$ cat config.mk
export PLATFORM = sky130hd
export DESIGN_NAME = phy_tx_stripe_mux
export DESIGN_NICKNAME = d
export VERILOG_FILES = /design/src/rtl/phy_tx_stripe_mux.sv
export SDC_FILE = /design/constraint.sdc
export NUM_CORES = 1
export LEC_CHECK = 0
export CELL_PAD_IN_SITES_DETAIL_PLACEMENT = 1
export CELL_PAD_IN_SITES_GLOBAL_PLACEMENT = 1
export CORE_MARGIN = 10
export CORE_UTILIZATION = 30
export CTS_CLUSTER_SIZE = 8
export DETAILED_ROUTE_END_ITERATION = 16
export GPL_ROUTABILITY_DRIVEN = 0
export HOLD_SLACK_MARGIN = 0.15
export PLACE_DENSITY_LB_ADDON = 0.1
export SYNTH_ARGS = -nofsm -noshare
export SYNTH_HDL_FRONTEND = slang
export SYNTH_SLANG_ARGS = --single-unit
$ cat constraint.sdc
create_clock -name clk -period 2.9 [get_ports clk]
set_input_delay 0.58 -clock clk [delete_from_list [all_inputs] [get_ports clk]]
set_output_delay 0.58 -clock clk [all_outputs]
set_load 0.1 [all_outputs]
$ cat src/rtl/phy_tx_stripe_mux.sv
// phy_tx_stripe_mux: one small FIFO per lane, drained onto a single serial
// stream by a round-robin scheduler, plus a registered loopback path that
// carries lane words straight through while the transmitter is not active.
// Optional build macro: PHY_TX_SKIP_EMPTY_EN selects a work-conserving
// scheduler that skips empty lanes instead of emitting idle slots for them.
module phy_tx_stripe_mux #(
  parameter int unsigned LANES = 4,
  parameter int unsigned WIDTH = 8,
  parameter int unsigned DEPTH = 4
) (
  input  logic                     clk,
  input  logic                     reset_L,
  input  logic                     active,
  input  logic [LANES*WIDTH-1:0]   data_in,
  input  logic [LANES-1:0]         valid_in,
  output logic [LANES-1:0]         full,
  output logic [LANES-1:0]         overflow,
  output logic [WIDTH-1:0]         data_out,
  output logic                     valid_out,
  output logic [$clog2(LANES)-1:0] lane_out,
  output logic [LANES*WIDTH-1:0]   recirc_data,
  output logic [LANES-1:0]         recirc_valid
);

  localparam int unsigned LaneW = $clog2(LANES);
  localparam int unsigned PtrW  = $clog2(DEPTH);
  localparam int unsigned CntW  = PtrW + 1;

  localparam logic [0:0] StIdle = 1'b0;
  localparam logic [0:0] StRun  = 1'b1;

  // Per-lane FIFO storage and bookkeeping
  logic [WIDTH-1:0] mem_q    [LANES][DEPTH];
  logic [PtrW-1:0]  wr_ptr_q [LANES];
  logic [PtrW-1:0]  rd_ptr_q [LANES];
  logic [CntW-1:0]  count_q  [LANES];
  logic [LANES-1:0] overflow_q;

  // Scheduler
  logic [0:0]       state_q, state_d;
  logic [LaneW-1:0] rr_ptr_q, rr_ptr_d;
  logic             pop_en;
  logic [LaneW-1:0] pop_lane;
  logic [LANES-1:0] pop_vec;

  // Registered stream outputs
  logic [WIDTH-1:0] data_out_q, data_out_d;
  logic             valid_out_q, valid_out_d;
  logic [LaneW-1:0] lane_out_q, lane_out_d;

  // Loopback registers
  logic [LANES*WIDTH-1:0] recirc_data_q;
  logic [LANES-1:0]       recirc_valid_q;

  logic [LANES-1:0] empty, push, drop;

`ifdef PHY_TX_SKIP_EMPTY_EN
  logic             found;
  logic [LaneW-1:0] cand;
`endif

  function automatic logic [LaneW-1:0] lane_inc(input logic [LaneW-1:0] l);
    return (l == LaneW'(LANES - 1)) ? '0 : l + 1'b1;
  endfunction

  // FIFO status; a push is judged against fullness at the start of the cycle,
  // so a same-cycle pop never rescues a push into a full FIFO.
  always_comb begin
    for (int i = 0; i < LANES; i++) begin
      empty[i] = (count_q[i] == '0);
      full[i]  = (count_q[i] == CntW'(DEPTH));
      push[i]  = active & valid_in[i] & ~full[i];
      drop[i]  = active & valid_in[i] & full[i];
    end
  end

  // Scheduler next state, pop selection and next stream output word
  always_comb begin
    state_d     = state_q;
    rr_ptr_d    = rr_ptr_q;
    pop_en      = 1'b0;
    pop_lane    = rr_ptr_q;
    data_out_d  = '0;
    valid_out_d = 1'b0;
    lane_out_d  = '0;
`ifdef PHY_TX_SKIP_EMPTY_EN
    found = 1'b0;
    cand  = '0;
`endif
    unique case (state_q)
      StIdle: begin
        rr_ptr_d = '0;
        if (!(&empty)) state_d = StRun;
      end
      StRun: begin
`ifdef PHY_TX_SKIP_EMPTY_EN
        // First non-empty lane at or after the pointer, wrapping
        for (int unsigned k = 0; k < LANES; k++) begin
          cand = LaneW'((32'(rr_ptr_q) + k) % LANES);
          if (!found && !empty[cand]) begin
            found    = 1'b1;
            pop_lane = cand;
          end
        end
        pop_en = found;
        if (found) rr_ptr_d = lane_inc(pop_lane);
`else
        pop_lane = rr_ptr_q;
        pop_en   = !empty[rr_ptr_q];
        rr_ptr_d = lane_inc(rr_ptr_q);
`endif
        lane_out_d  = pop_lane;
        valid_out_d = pop_en;
        if (pop_en) data_out_d = mem_q[pop_lane][rd_ptr_q[pop_lane]];
        if (&empty) state_d = StIdle;
      end
      default: state_d = StIdle;
    endcase
    for (int i = 0; i < LANES; i++) begin
      pop_vec[i] = pop_en & (pop_lane == LaneW'(i));
    end
  end

  // FIFO pointers, occupancy and sticky overflow
  always_ff @(posedge clk or negedge reset_L) begin
    if (!reset_L) begin
      for (int i = 0; i < LANES; i++) begin
        wr_ptr_q[i] <= '0;
        rd_ptr_q[i] <= '0;
        count_q[i]  <= '0;
      end
      overflow_q <= '0;
    end else begin
      for (int i = 0; i < LANES; i++) begin
        if (push[i]) wr_ptr_q[i] <= wr_ptr_q[i] + 1'b1;
        if (pop_vec[i]) rd_ptr_q[i] <= rd_ptr_q[i] + 1'b1;
        count_q[i] <= count_q[i] + CntW'(push[i]) - CntW'(pop_vec[i]);
      end
      overflow_q <= overflow_q | drop;
    end
  end

  // FIFO data storage; contents are don't-care while the count says empty
  always_ff @(posedge clk) begin
    for (int i = 0; i < LANES; i++) begin
      if (push[i]) mem_q[i][wr_ptr_q[i]] <= data_in[i*WIDTH +: WIDTH];
    end
  end

  // Scheduler state and registered stream outputs
  always_ff @(posedge clk or negedge reset_L) begin
    if (!reset_L) begin
      state_q     <= StIdle;
      rr_ptr_q    <= '0;
      data_out_q  <= '0;
      valid_out_q <= 1'b0;
      lane_out_q  <= '0;
    end else begin
      state_q     <= state_d;
      rr_ptr_q    <= rr_ptr_d;
      data_out_q  <= data_out_d;
      valid_out_q <= valid_out_d;
      lane_out_q  <= lane_out_d;
    end
  end

  // Loopback: capture inputs while not active, otherwise hold data, drop valids
  always_ff @(posedge clk or negedge reset_L) begin
    if (!reset_L) begin
      recirc_data_q  <= '0;
      recirc_valid_q <= '0;
    end else if (!active) begin
      recirc_data_q  <= data_in;
      recirc_valid_q <= valid_in;
    end else begin
      recirc_valid_q <= '0;
    end
  end

  assign overflow     = overflow_q;
  assign data_out     = data_out_q;
  assign valid_out    = valid_out_q;
  assign lane_out     = lane_out_q;
  assign recirc_data  = recirc_data_q;
  assign recirc_valid = recirc_valid_q;

endmodule

Word-level counts from Yosys, hierarchy flattened --
Memory sizes are Yosys's and may differ from the RTL's. Index checks and enable logic that the tools add are counted.
Storage, ports and cells: output and inout port bits 55, bits of input ports 39, latch bits 0, logic and storage cells 127, memories kept 1, register bits after elaboration 82, memory bits (writable) 128, memory bits (read-only) 0
Cells by class: div/mod/pow operators 0, magnitude comparators 11, equality and inequality tests 7, $mul 0, shift operators 0, bitwise logic cells 28, mux-type cells 32, add/sub/neg operators 17, reduce and logical (&&, ||, !) cells 11
Memories:
- mem_q | words 4, bits a word 32, rd ports 1, clocked after memory_dff 0, write ports 4, line 33 | logic [WIDTH-1:0] mem_q [LANES][DEPTH];
Operators by type and width (count):
- 2-to-1 mux 32 bit | 4
- demux 8 bit (select 2 bit) | 4
- 2-to-1 mux 8 bit | 8
- adder 2 x 1 -> 2 bit (second input constant) | 9
- greater-or-equal comparator 3 bit (second input constant) | 6
- NOT 2 -> 3 bit | 6
- bitwise AND 1 bit | 16
- binary-select mux 8 bit (select 2 bit) | 1
- adder 3 x 1 -> 3 bit | 4
- equality test 3 bit (second input constant) | 4
- zero test 3 bit | 4
- < comparator 3 x 1 -> 1 bit (second input constant) | 4
- subtractor 3 x 1 -> 3 bit | 4
- 2-to-1 mux 2 bit | 4
- 2-to-1 mux 1 bit | 7
- NOT 1 bit | 5
- binary-select mux 2 bit (select 2 bit) | 1
- equality test 2 bit (second input constant) | 2
- logical AND 1 bit | 4
- 2-to-1 mux 4 bit | 1
- OR 4 bit | 1
- one-hot mux 2 bit (2 select lines) | 1
- AND reduction 4 bit | 1
- < comparator 2 x 3 -> 1 bit (second input constant) | 1
- other kinds (4) | 4

Depth between registers and ports, before layout --
word-level depth 10, gate-level depth with buffers 14, depth with buffers taken out 11

Worst setup path before layout --
OpenSTA, ideal clock, no wires.
kind register to register, start point reg count_q[10] in the netlist's numbering, end point reg count_q[11] in the netlist's numbering, setup time 123 ps, cell stages (with the launch flop) 11, arrival time 4460 ps, data required time 2777 ps, slack -1683 ps, buffers on the path 0, clock period less this slack 4583 ps, cell sequence dfrtp_1 nor3b_1 nor2_1 inv_1 ha_1 inv_1 ha_1 inv_1 fa_1 xnor2_1 xnor2_1
On the way: elaborated cells on any way between the ends 11, classes of those cells 2 x add/sub; 1 x eq/ne; 3 x mux; 3 x bitwise; 2 x reduce/logical
RTL lines:
- start, declared | line 36 | logic [CntW-1:0] count_q [LANES];
- start signal, assigned by index | line 137 | count_q[i] <= count_q[i] + CntW'(push[i]) - CntW'(pop_vec[i]);
- equality test 3 bit | line 71 | full[i] = (count_q[i] == CntW'(DEPTH));
- net full[0] | line 16 | output logic [LANES-1:0] full,
- NOT 1 bit | line 72 | push[i] = active & valid_in[i] & ~full[i];
- bitwise AND 1 bit | line 72
- adder 3 x 1 -> 3 bit | line 137
- subtractor 3 x 1 -> 3 bit | line 137
The timed path passes the listed nets, and every way through them passes these cells. The select of a mux whose other input is x is not followed. A chain may end at the register's enable or synchronous reset.

Final worst setup path --
start point reg rr_ptr_q[1] (netlist: pop_lane[1]), end point reg count_q[2] in the netlist's numbering
On the way: word-level cells in the longest chain between the ends 6, elaborated cells on any way between the ends 7, classes of those cells 1 x add/sub; 1 x eq/ne; 3 x mux; 1 x bitwise; 1 x reduce/logical
Ends and longest elaborated chain:
- start, declared | line 41 | logic [LaneW-1:0] rr_ptr_q, rr_ptr_d;
- start signal, assigned | line 160 | rr_ptr_q <= rr_ptr_d;
- binary-select mux 1 bit (select 2 bit) | line 109 | pop_en = !empty[rr_ptr_q];
- 2-to-1 mux 1 bit (not written as such) | line 109
- zero test 1 bit | line 109
- 2-to-1 mux 1 bit | line 90 | unique case (state_q)
- bitwise AND 1 bit (*) | line 120 | pop_vec[i] = pop_en & (pop_lane == LaneW'(i));
- net pop_vec[3] | line 44 | logic [LANES-1:0] pop_vec;
- subtractor 3 x 1 -> 3 bit (*) | line 137
The timed path passes the listed nets; every way through them passes the cells marked *. The select of a mux whose other input is x is not followed.

==> metrics.txt <==
Routed WL=~23,000 microns; Worst path max stage delay=530 ps; layout cell share with drive strength beyond 1=30.9%; CP Data Required Time=3320 ps; CORE AREA=between 20,000 and 30,000 sq um; Yosys reg bits=210; final net count=726; worst-skew pair later-pin latency=approximately 560 ps; Initial Util=30.4%; I/O pin total=94; Synth warnings=0; die height=roughly 190 microns; CTS Root Cell=clkbuf_16; Netlist cell types=40; endpoints failing hold=0; max_cap viols=0; Clock Sinks=210; clock buffer depth=3; final worst-path cycle share=96.5%; initial detailed-routing violation count=247; CTS tree=done; CTS clk-pin slew, worst paths=about 50 ps; post-route ant nets=0; CP bufs+invs=1; most common cell after layout, fill and taps aside=edfxtp_1; status=complete, no violations; synthesized area=8730 sq um; Tot GR Track Use=12.9%; most used cell, CP=ha_1; vias in the first global route=5,787; CP Data Arrival Time=3220 ps; setup_tns=0 ps; Finish-stage setup viols=0; worst hold path class=in2reg; hpwl dp=15,800 microns; DRC errors left=0; syn nets=about 600; Mapped Cells=514; Max Clk Rate=357 MHz; R2R Setup Slk=100 ps; Post-Syn Area per Cell=roughly 17 sq um; CP Capture Type=flop; # rows=62; LEAKAGE=roughly 4.2 nW; die area=36,300 sq um; routed via count=4,948; Slew Limit Fails=0; die outline width=191 microns; Slew @ Worst Pin=904 ps; I/O Buffers=93; delay-heaviest family, CP=adder cells; Max-Slew Margin vs Limit=39.1%; DR pass1 iterations=4; Startpoint Class=flop; Power Density=981 nW/um^2; CP max-delay cell=or4_4; largest net degree at the start of global routing=43; synth-to-layout area growth=27.6%; CTS Buf Count=30; initial antenna violation count=0; Pwr Total=approximately 11 mW; H-Tree Depth=1; antenna fix cells=0; WS Path Type=reg2reg; worst vdd ir=0.000529 V; grt ovf=0; most frequent cells in the layout=128 x edfxtp_1, 88 x buf_4, 81 x dfrtp_1, 36 x clkdlybuf4s50_1, 34 x mux4_2; Critical Path, Cell by Cell=or4_4 > a22o_4 > a21oi_4 > nor2b_1 > ha_1 > inv_1 > ha_1 > fa_1 > xnor2_2 > xnor2_1; sequential area share after synthesis=between 60 and 70%; via density per instance=4.65; final worst path period need=2800 ps; Max Fanout on Critical Path=5; first-pass GRT wire length=about 36,000 microns; Wirelength per Cell=21.9 microns; Final Skew=33.8 ps
==> Yosys cell counts (all sizes together) <==
cell type | count | area [sq um]
o41ai | 1 | 16.3
buf | 11 | 72.6
mux4 | 34 | 766
o21ai | 4 | 20.0
clkbuf | 8 | 35.0
a21boi | 5 | 37.5
and3 | 1 | 6.26
xnor2 | 12 | 105
fa | 4 | 80.1
nor4 | 1 | 6.26
nor3b | 5 | 37.5
a31o | 4 | 35.0
a22o | 1 | 8.76
or3 | 2 | 12.5
a21oi | 9 | 56.3
dfrtp | 82 | 2050
nand3b | 1 | 7.51
nand3 | 17 | 85.1
inv | 27 | 101
edfxtp | 128 | 3840
nor2b | 25 | 156
and2 | 19 | 119
a22oi | 1 | 7.51
ha | 28 | 350
a211oi | 16 | 120
nor3 | 1 | 5.00
mux2i | 8 | 80.1
or4 | 1 | 7.51
nor2 | 6 | 22.5
and3b | 2 | 17.5
nand2 | 10 | 37.5
o211ai | 8 | 60.1
mux2 | 32 | 360
==> where the power goes <==
part	leakage, nW	total, mW	internal, mW	switching (mW)
sequential	2.11	4.11	3.75	0.357
clock	0.413	3.19	1.94	1.25
combinational	1.66	3.63	1.19	2.43
==> stage by stage <==
stage / worst slack [ps] / utilization (%) / hold WS (ps) / cell area [sq um] / cells
2_1_floorplan: -29.5 / - / 284 / 8770 / 514
4_1_cts: 38.6 / 38.6 / 331 / 11100 / 1061
3_5_place_dp: 54.3 / 35.5 / 464 / 10200 / 1004
6_report: 101 / 38.8 / 364 / 11100 / 1063
3_3_place_gp: 133 / 35.5 / 452 / 10200 / 1004
5_1_grt: -1.15 / 38.8 / 386 / 11100 / 1063
==> metal layers <==
metal	vias to the layer above	wire length (microns)	track usage, %
met5	-	0	0
met4	0	381	3.00
met3	33	1140	2.34
met2	105	12000	22.9
met1	2592	9720	16.0
li1	2218	-	-
==> final cells by class <==
type	instances	area, sq um
clock buffer	54	841
clock inverter	2	35.0
sequential	210	5900
timing repair buffer	128	1070
fill	2908	17600
multi-input combinational	258	2710
inverter	27	101
tap	384	480
==> repair_timing <==
item	4_1_cts	5_1_grt
hold buffers	1	0
gates resized for setup	0	11
setup endpoints to repair	0	4
setup buffers	0	2
hold endpoints to repair	37	0
==> registers in the layout (all words and copies together), names as in the netlist <==
name,count
recirc_data,32
overflow,4
valid_out,1
state_q,1
lane_out,2
rd_ptr_q,8
recirc_valid,4
data_out,8
count_q,12
mem_q,128
wr_ptr_q,8
pop_lane,2
==> final timing paths <==
check,startpoint,end,cells past startpoint
hold reg to reg,overflow[2],overflow[2],1
max in group asynchronous,reset_L,recirc_valid[2],3
min in group asynchronous,reset_L,recirc_data[30],2
setup reg to reg,pop_lane[1],count_q[2],10
hold / removal,active,recirc_valid[1],2
setup / recovery,pop_lane[1],count_q[2],10
==> logic make-up after synthesis <==
kind of cell,Yosys count,synth area share [%]
flops,210,67.5
buf+inv,46,2.39
compound gates,49,4.14
xor+xnor,12,1.20
fa+ha+maj,32,4.93
simple gates,91,5.96
mux,74,13.8
No activity file was read; power rests on OpenSTA's default activity.
